## src/rtl/rf_write_arbiter_if.sv

```systemverilog
// ---------------------------------------------------------------------------
// rf_write_arbiter_if
//   Bundles the two writeback request channels, the RegFile write port and
//   the pending-write mask that belong to rf_write_arbiter.
//   slave  : arbiter side. Takes the requests in and drives ready, the
//            RegFile port and busy_mask out.
//   master : requester/RegFile side. The mirror of slave.
//   Channel k (k = 0,1): reqk_valid/reqk_dst/reqk_data in, reqk_ready back.
//   RegFile: rf_dst, rf_data, rf_wrt_en.
//   busy_mask: one bit per register, set while a held write is pending.
// ---------------------------------------------------------------------------
interface rf_write_arbiter_if #(
  parameter int DATA_W = 32,
  parameter int ADDR_W = 4
);
  localparam int NREGS = 1 << ADDR_W;

  logic              req0_valid;
  logic [ADDR_W-1:0] req0_dst;
  logic [DATA_W-1:0] req0_data;
  logic              req0_ready;

  logic              req1_valid;
  logic [ADDR_W-1:0] req1_dst;
  logic [DATA_W-1:0] req1_data;
  logic              req1_ready;

  logic [ADDR_W-1:0] rf_dst;
  logic [DATA_W-1:0] rf_data;
  logic              rf_wrt_en;
  logic [NREGS-1:0]  busy_mask;

  modport slave (
    input  req0_valid, req0_dst, req0_data,
    input  req1_valid, req1_dst, req1_data,
    output req0_ready, req1_ready,
    output rf_dst, rf_data, rf_wrt_en, busy_mask
  );

  modport master (
    output req0_valid, req0_dst, req0_data,
    output req1_valid, req1_dst, req1_data,
    input  req0_ready, req1_ready,
    input  rf_dst, rf_data, rf_wrt_en, busy_mask
  );
endinterface

```

## src/rtl/rf_write_arbiter.sv

```systemverilog
// ---------------------------------------------------------------------------
// rf_write_arbiter
//   Shares the single RegFile write port between two writeback requesters.
//   Each requester owns a one-entry holding slot. The oldest held write is
//   granted first. Two writes that entered on the same edge are ordered by a
//   round-robin pointer. The granted slot drives the RegFile port directly
//   and clears on the edge that commits it.
//   Ports:
//     clk  : rising-edge clock
//     rst  : asynchronous reset, active low (0 = reset)
//     bus  : rf_write_arbiter_if.slave. Two request channels, the RegFile
//            write port, and the per-register pending-write mask.
// ---------------------------------------------------------------------------
module rf_write_arbiter #(
  parameter int DATA_W = 32,
  parameter int ADDR_W = 4
) (
  input  logic                clk,
  input  logic                rst,
  rf_write_arbiter_if.slave   bus
);
  localparam int NREGS = 1 << ADDR_W;

  // Slot state
  logic [1:0]        full_q, full_d;
  logic [ADDR_W-1:0] dst_q  [2];
  logic [ADDR_W-1:0] dst_d  [2];
  logic [DATA_W-1:0] data_q [2];
  logic [DATA_W-1:0] data_d [2];

  // Ordering state
  logic age_q, age_d;       // 1 = slot1 is older when both slots are full
  logic rr_q, rr_d;         // slot that wins the next tie
  logic tie_q, tie_d;       // both slots were filled on the same edge

  logic       any_full;
  logic       gnt_sel;      // index of the granted slot (valid when any_full)
  logic [1:0] gnt;
  logic [1:0] ready;
  logic [1:0] acc;

  // Grant selection and handshake
  // NOTE: every signal written in an always_comb gets a default first, so no
  // path through the block can leave it unassigned and infer a latch.
  always_comb begin
    any_full = |full_q;
    gnt_sel  = full_q[1];
    if (&full_q) gnt_sel = tie_q ? rr_q : age_q;
    gnt      = any_full ? (gnt_sel ? 2'b10 : 2'b01) : 2'b00;
    // A slot can refill on the same edge that drains it.
    ready    = ~full_q | gnt;
    acc      = {bus.req1_valid, bus.req0_valid} & ready;
  end

  // Next-state logic
  always_comb begin
    full_d    = (full_q & ~gnt) | acc;
    dst_d[0]  = dst_q[0];
    dst_d[1]  = dst_q[1];
    data_d[0] = data_q[0];
    data_d[1] = data_q[1];
    if (acc[0]) begin
      dst_d[0]  = bus.req0_dst;
      data_d[0] = bus.req0_data;
    end
    if (acc[1]) begin
      dst_d[1]  = bus.req1_dst;
      data_d[1] = bus.req1_data;
    end

    // The slot filled later becomes the younger one. On a simultaneous fill,
    // age is left alone because tie_q hands the decision to rr_q.
    age_d = age_q;
    case (acc)
      2'b01:   age_d = 1'b1;
      2'b10:   age_d = 1'b0;
      default: age_d = age_q;
    endcase
    tie_d = &acc;

    // A tie grant always happens when both slots are full with tie_q set.
    rr_d = rr_q ^ (&full_q & tie_q);
  end

  // NOTE: sequential state uses non-blocking assignments. Every flop then
  // samples the pre-edge values, whatever order the blocks run in.
  always_ff @(posedge clk or negedge rst) begin
    if (!rst) begin
      full_q <= 2'b00;
      age_q  <= 1'b0;
      rr_q   <= 1'b0;
      tie_q  <= 1'b0;
    end else begin
      full_q <= full_d;
      age_q  <= age_d;
      rr_q   <= rr_d;
      tie_q  <= tie_d;
    end
  end

  // NOTE: the payload is deliberately left out of the reset. It is only
  // observed through full_q, and clearing full_q discards the held writes.
  always_ff @(posedge clk) begin
    dst_q[0]  <= dst_d[0];
    dst_q[1]  <= dst_d[1];
    data_q[0] <= data_d[0];
    data_q[1] <= data_d[1];
  end

  // Outputs. All of them come from state, so an asynchronous reset idles
  // them at once.
  always_comb begin
    bus.req0_ready = ready[0];
    bus.req1_ready = ready[1];
    bus.rf_wrt_en  = any_full;
    bus.rf_dst     = any_full ? dst_q[gnt_sel]  : '0;
    bus.rf_data    = any_full ? data_q[gnt_sel] : '0;
    bus.busy_mask  = '0;
    for (int i = 0; i < NREGS; i++) begin
      bus.busy_mask[i] = (full_q[0] && dst_q[0] == ADDR_W'(i)) ||
                         (full_q[1] && dst_q[1] == ADDR_W'(i));
    end
  end
endmodule
```

## src/flat_wrapper.sv

```systemverilog
// flat-port wrapper written by rule: the top's interface ports become plain ports
module rf_write_arbiter_flat 
#(
  parameter int DATA_W = 32,
  parameter int ADDR_W = 4
)
  (clk, rst, bus_req0_valid, bus_req0_dst, bus_req0_data, bus_req1_valid, bus_req1_dst, bus_req1_data, bus_req0_ready, bus_req1_ready, bus_rf_dst, bus_rf_data, bus_rf_wrt_en, bus_busy_mask);
  rf_write_arbiter_if #(.DATA_W(DATA_W), .ADDR_W(ADDR_W)) bus_i ();
  input  logic clk;
  input  logic rst;
  input wire logic [$bits(bus_i.req0_valid)-1:0] bus_req0_valid;
  input wire logic [$bits(bus_i.req0_dst)-1:0] bus_req0_dst;
  input wire logic [$bits(bus_i.req0_data)-1:0] bus_req0_data;
  input wire logic [$bits(bus_i.req1_valid)-1:0] bus_req1_valid;
  input wire logic [$bits(bus_i.req1_dst)-1:0] bus_req1_dst;
  input wire logic [$bits(bus_i.req1_data)-1:0] bus_req1_data;
  output wire logic [$bits(bus_i.req0_ready)-1:0] bus_req0_ready;
  output wire logic [$bits(bus_i.req1_ready)-1:0] bus_req1_ready;
  output wire logic [$bits(bus_i.rf_dst)-1:0] bus_rf_dst;
  output wire logic [$bits(bus_i.rf_data)-1:0] bus_rf_data;
  output wire logic [$bits(bus_i.rf_wrt_en)-1:0] bus_rf_wrt_en;
  output wire logic [$bits(bus_i.busy_mask)-1:0] bus_busy_mask;
  assign bus_i.req0_valid = bus_req0_valid;
  assign bus_i.req0_dst = bus_req0_dst;
  assign bus_i.req0_data = bus_req0_data;
  assign bus_i.req1_valid = bus_req1_valid;
  assign bus_i.req1_dst = bus_req1_dst;
  assign bus_i.req1_data = bus_req1_data;
  assign bus_req0_ready = bus_i.req0_ready;
  assign bus_req1_ready = bus_i.req1_ready;
  assign bus_rf_dst = bus_i.rf_dst;
  assign bus_rf_data = bus_i.rf_data;
  assign bus_rf_wrt_en = bus_i.rf_wrt_en;
  assign bus_busy_mask = bus_i.busy_mask;
  rf_write_arbiter #(.DATA_W(DATA_W), .ADDR_W(ADDR_W)) u_core (.clk(clk), .rst(rst), .bus(bus_i));
endmodule
```

## config.mk

```make
export PLATFORM = sky130hd
export DESIGN_NAME = rf_write_arbiter_flat
export DESIGN_NICKNAME = d
export VERILOG_FILES = /design/src/rtl/rf_write_arbiter_if.sv /design/src/rtl/rf_write_arbiter.sv /design/src/flat_wrapper.sv
export SDC_FILE = /design/constraint.sdc
export NUM_CORES = 1
export LEC_CHECK = 0
export ABC_CLOCK_PERIOD_IN_PS = 3000
export CAP_MARGIN = 30
export CORE_UTILIZATION = 42
export DETAILED_ROUTE_END_ITERATION = 10
export GPL_TIMING_DRIVEN = 1
export PLACE_DENSITY = 0.8
export SYNTH_ARGS = -nofsm -noshare
export SYNTH_HDL_FRONTEND = slang
export SYNTH_SLANG_ARGS = --single-unit
```

## constraint.sdc

```tcl
create_clock -name clk -period 3 [get_ports clk]
set_input_delay 0.75 -clock clk [delete_from_list [all_inputs] [get_ports clk]]
set_output_delay 0.75 -clock clk [all_outputs]
set_load 0.02 [all_outputs]
```

==> results of run 1 <==
[through the flow]
step | std cells | hold WS, ns | cell area [um2] | TNS [ns] | worst slack [ns]
3_5_place_dp | 403 | 0.509 | 4500 | 0 | 0.294
4_1_cts | 419 | 0.523 | 4670 | -0.570 | -0.0459
3_3_place_gp | 403 | 0.505 | 4500 | 0 | 0.361
5_1_grt | 419 | 0.564 | 4680 | -2.19 | -0.115
6_report | 419 | 0.529 | 4680 | -0.0676 | -0.0121
2_1_floorplan | 177 | 0.454 | 3090 | 0 | 0.806
[state kept, by name, indices dropped and copies added, names as in the netlist]
name,count
u_core.dst_q,8
u_core.tie_q,1
u_core.rr_q,1
u_core.full_q,2
u_core.age_q,1
u_core.data_q,64
[power breakdown]
part	internal (W)	total (W)	switching [W]
sequential	0.00132	0.00139	0.0000651
clock	0.000383	0.000755	0.000371
combinational	0.000531	0.00107	0.000538
[final cells by class]
class                      count  area, um2
clock inverter                 6       62.6
fill                         492       2270
timing repair buffer         138       1350
sequential                    77       2290
multi-input combinational     89        717
clock buffer                  10        128
inverter                       3       11.3
tap                           96        120
[synth_stat cells (2+ instances only)]
library cell,instances,share of area
or2_2,5,0.010
o22ai_1,16,0.032
o21ai_0,2,0.0032
a21boi_4,2,0.012
nand3b_1,3,0.0073
nand2b_1,5,0.010
a22o_1,7,0.020
a22o_2,29,0.094
edfxtp_1,72,0.70
buf_6,6,0.022
nand2_1,5,0.0061
inv_1,3,0.0036
nand3_1,4,0.0065
dfrtp_1,5,0.040
buf_2,2,0.0032
[placed cells by master (no fill, tap or decap), drive strengths merged, types with 2 or more instances in the layout]
cell type	count
nand2b	5
nand3	4
edfxtp	72
buf	8
inv	4
or3b	2
dlygate4sd2	16
a22o	36
clkdlybuf4s50	114
nand2	5
clkbuf	10
dfrtp	5
o21ai	2
nand3b	3
a21boi	2
or2	5
clkinv	3
o22ai	16
[cell families (layout without fill, tap and decap cells)]
group | count (synthesis) | in the layout | synth area share
AOI/OAI and AO/OA | 59 | 59 | 0.168
buffers and inverters | 11 | 157 | 0.0287
xor gates and xnor gates | 1 | 1 | 0.00283
muxes | 2 | 2 | 0.00931
and+or+nand+nor | 27 | 27 | 0.0510
DFF | 77 | 77 | 0.740
[metal layers]
| layer | GRT usage | share of wire | vias to the layer above |
|---|---|---|---|
| met4 | 0.0894 | 0.017 | 0 |
| met2 | 0.298 | 0.51 | 105 |
| met5 | 0 | 0 | - |
| met1 | 0.220 | 0.40 | 1028 |
| li1 | - | - | 1008 |
| met3 | 0.0688 | 0.076 | 11 |
[final timing paths]
kind                         startpoint              endpoint  slack (ns)
min in group asynchronous           rst      u_core.full_q[1]        0.63
max in group asynchronous           rst      u_core.full_q[0]        2.16
hold / removal              u_core.rr_q           u_core.rr_q        0.53
hold reg to reg             u_core.rr_q           u_core.rr_q        0.53
setup reg to reg           u_core.tie_q  u_core.data_q[1][17]        1.15
setup / recovery           u_core.tie_q       bus_rf_data[13]       -0.01
[timing repair]
item | CTS | global route
hold buffers | 0 | 0
endpoints found under the hold margin | 0 | 0
endpoints found under the setup margin | 36 | 27
resized for setup | 18 | 1
==> results.cfg, run 1 <==
[outcome]
run_status = complete, but fails checks
violations = negative setup slack

[worst_setup_path]
crit_path_end_kind = output pin
path_depth = 5
rr_worst_depth = 4
crit_fanout = 20
crit_buf_inv = 2
critPathTopFamily = buffers and inverters
cpPeakStageDelay_ns = 0.60
arrival_ns = 2.26
worst_path_max_delay_cell = clkdlybuf4s50_1
start_kind = flop
critPathKind = flop to output pin
path_cells = mux2_4 > a21boi_4 > buf_6 > a22o_2 > clkdlybuf4s50_1
required_ns = 2.25

[grt]
overflow = 0
grt_max_degree = 37
grt_pass1_vias = 2141
antenna_found_initial = 0
track_usage = 0.185
grt_pass1_wl_um = 10300

[yosys]
synth-async-reset-ratio = 0.0649
synth_cells = 177
syn_avg_cell_area_um2 = 17.5
syn-num-nets = 253
dominantRegCellSynth = edfxtp_1
yosys_register_bits = 77
yosysWarnings = 0
synth_edf_count = 72
ys_types = 26
synth_area_um2 = 3090
yosysSeqAreaShare = 0.740

[layout]
syn_to_final_growth_pct = 51.2
layout-drive-gt1-share = 0.195
diodes = 0
post-route-util = 0.673
layout.nets = 394

[floorplan]
io_pins = 131
die_w_um = 87.8
dieArea_um2 = 7710
initial_core_util = 0.445
design.core.area_um2 = 6940
die_h_um = 87.8
rows = 30

[detailed_routing]
drc = 0
totalWireLength_um = 6890
avgRoutedWirePerCell_um = 16.5
drt_iter0_markers = 131
dr.pass1.iters = 4
via_per_inst = 5.14
ant_nets = 0
num_vias = 2152

[sta]
fin_crit_sh = 1.00
maxSlewViolCount = 0
rsz0062_at_grt = true
finalCriticalPeriod_ns = 3.01
tightestPinTransition_ns = 0.492
hold_viol = 0
setup_viol = 10
fmax_ghz = 0.332
worst_slack_ns = -0.0121
finalClockSkew_ns = 0.00633
slew-limit-headroom = 0.672

[power_and_ir_drop]
ir_worst_vdd_mv = 0.423
power_w = 0.00321
p_per_area_nw_per_um2 = 687
p_leak_nw = 1.71

[placed_design]
dp.final_hpwl_um = 4940
globalplace.congestion = 0.786
port_buffers = 130

[cts]
cts_buffer_depth = 2
clk_latency_ns = 0.34
cts_tree = done
htree_num_levels = 3
cts_sinks = 77
postCtsSetupBuffers = 0
cts_root_buf = clkbuf_8
clk_pin_slew_ns = 0.07
cts_buffers = 9

[hold_path]
hp-class = flop to flop
hold_depth = 1

[flow_run]
maxCapViolCount = 0
Power figures use the tool's default switching activity.
==> run 2, diff against run 1 <==
Settings changed: CTS_CLUSTER_SIZE from default to 28.
==> results of run 2 <==
The final DEF is identical to that of run 1; final timing and power are the same.
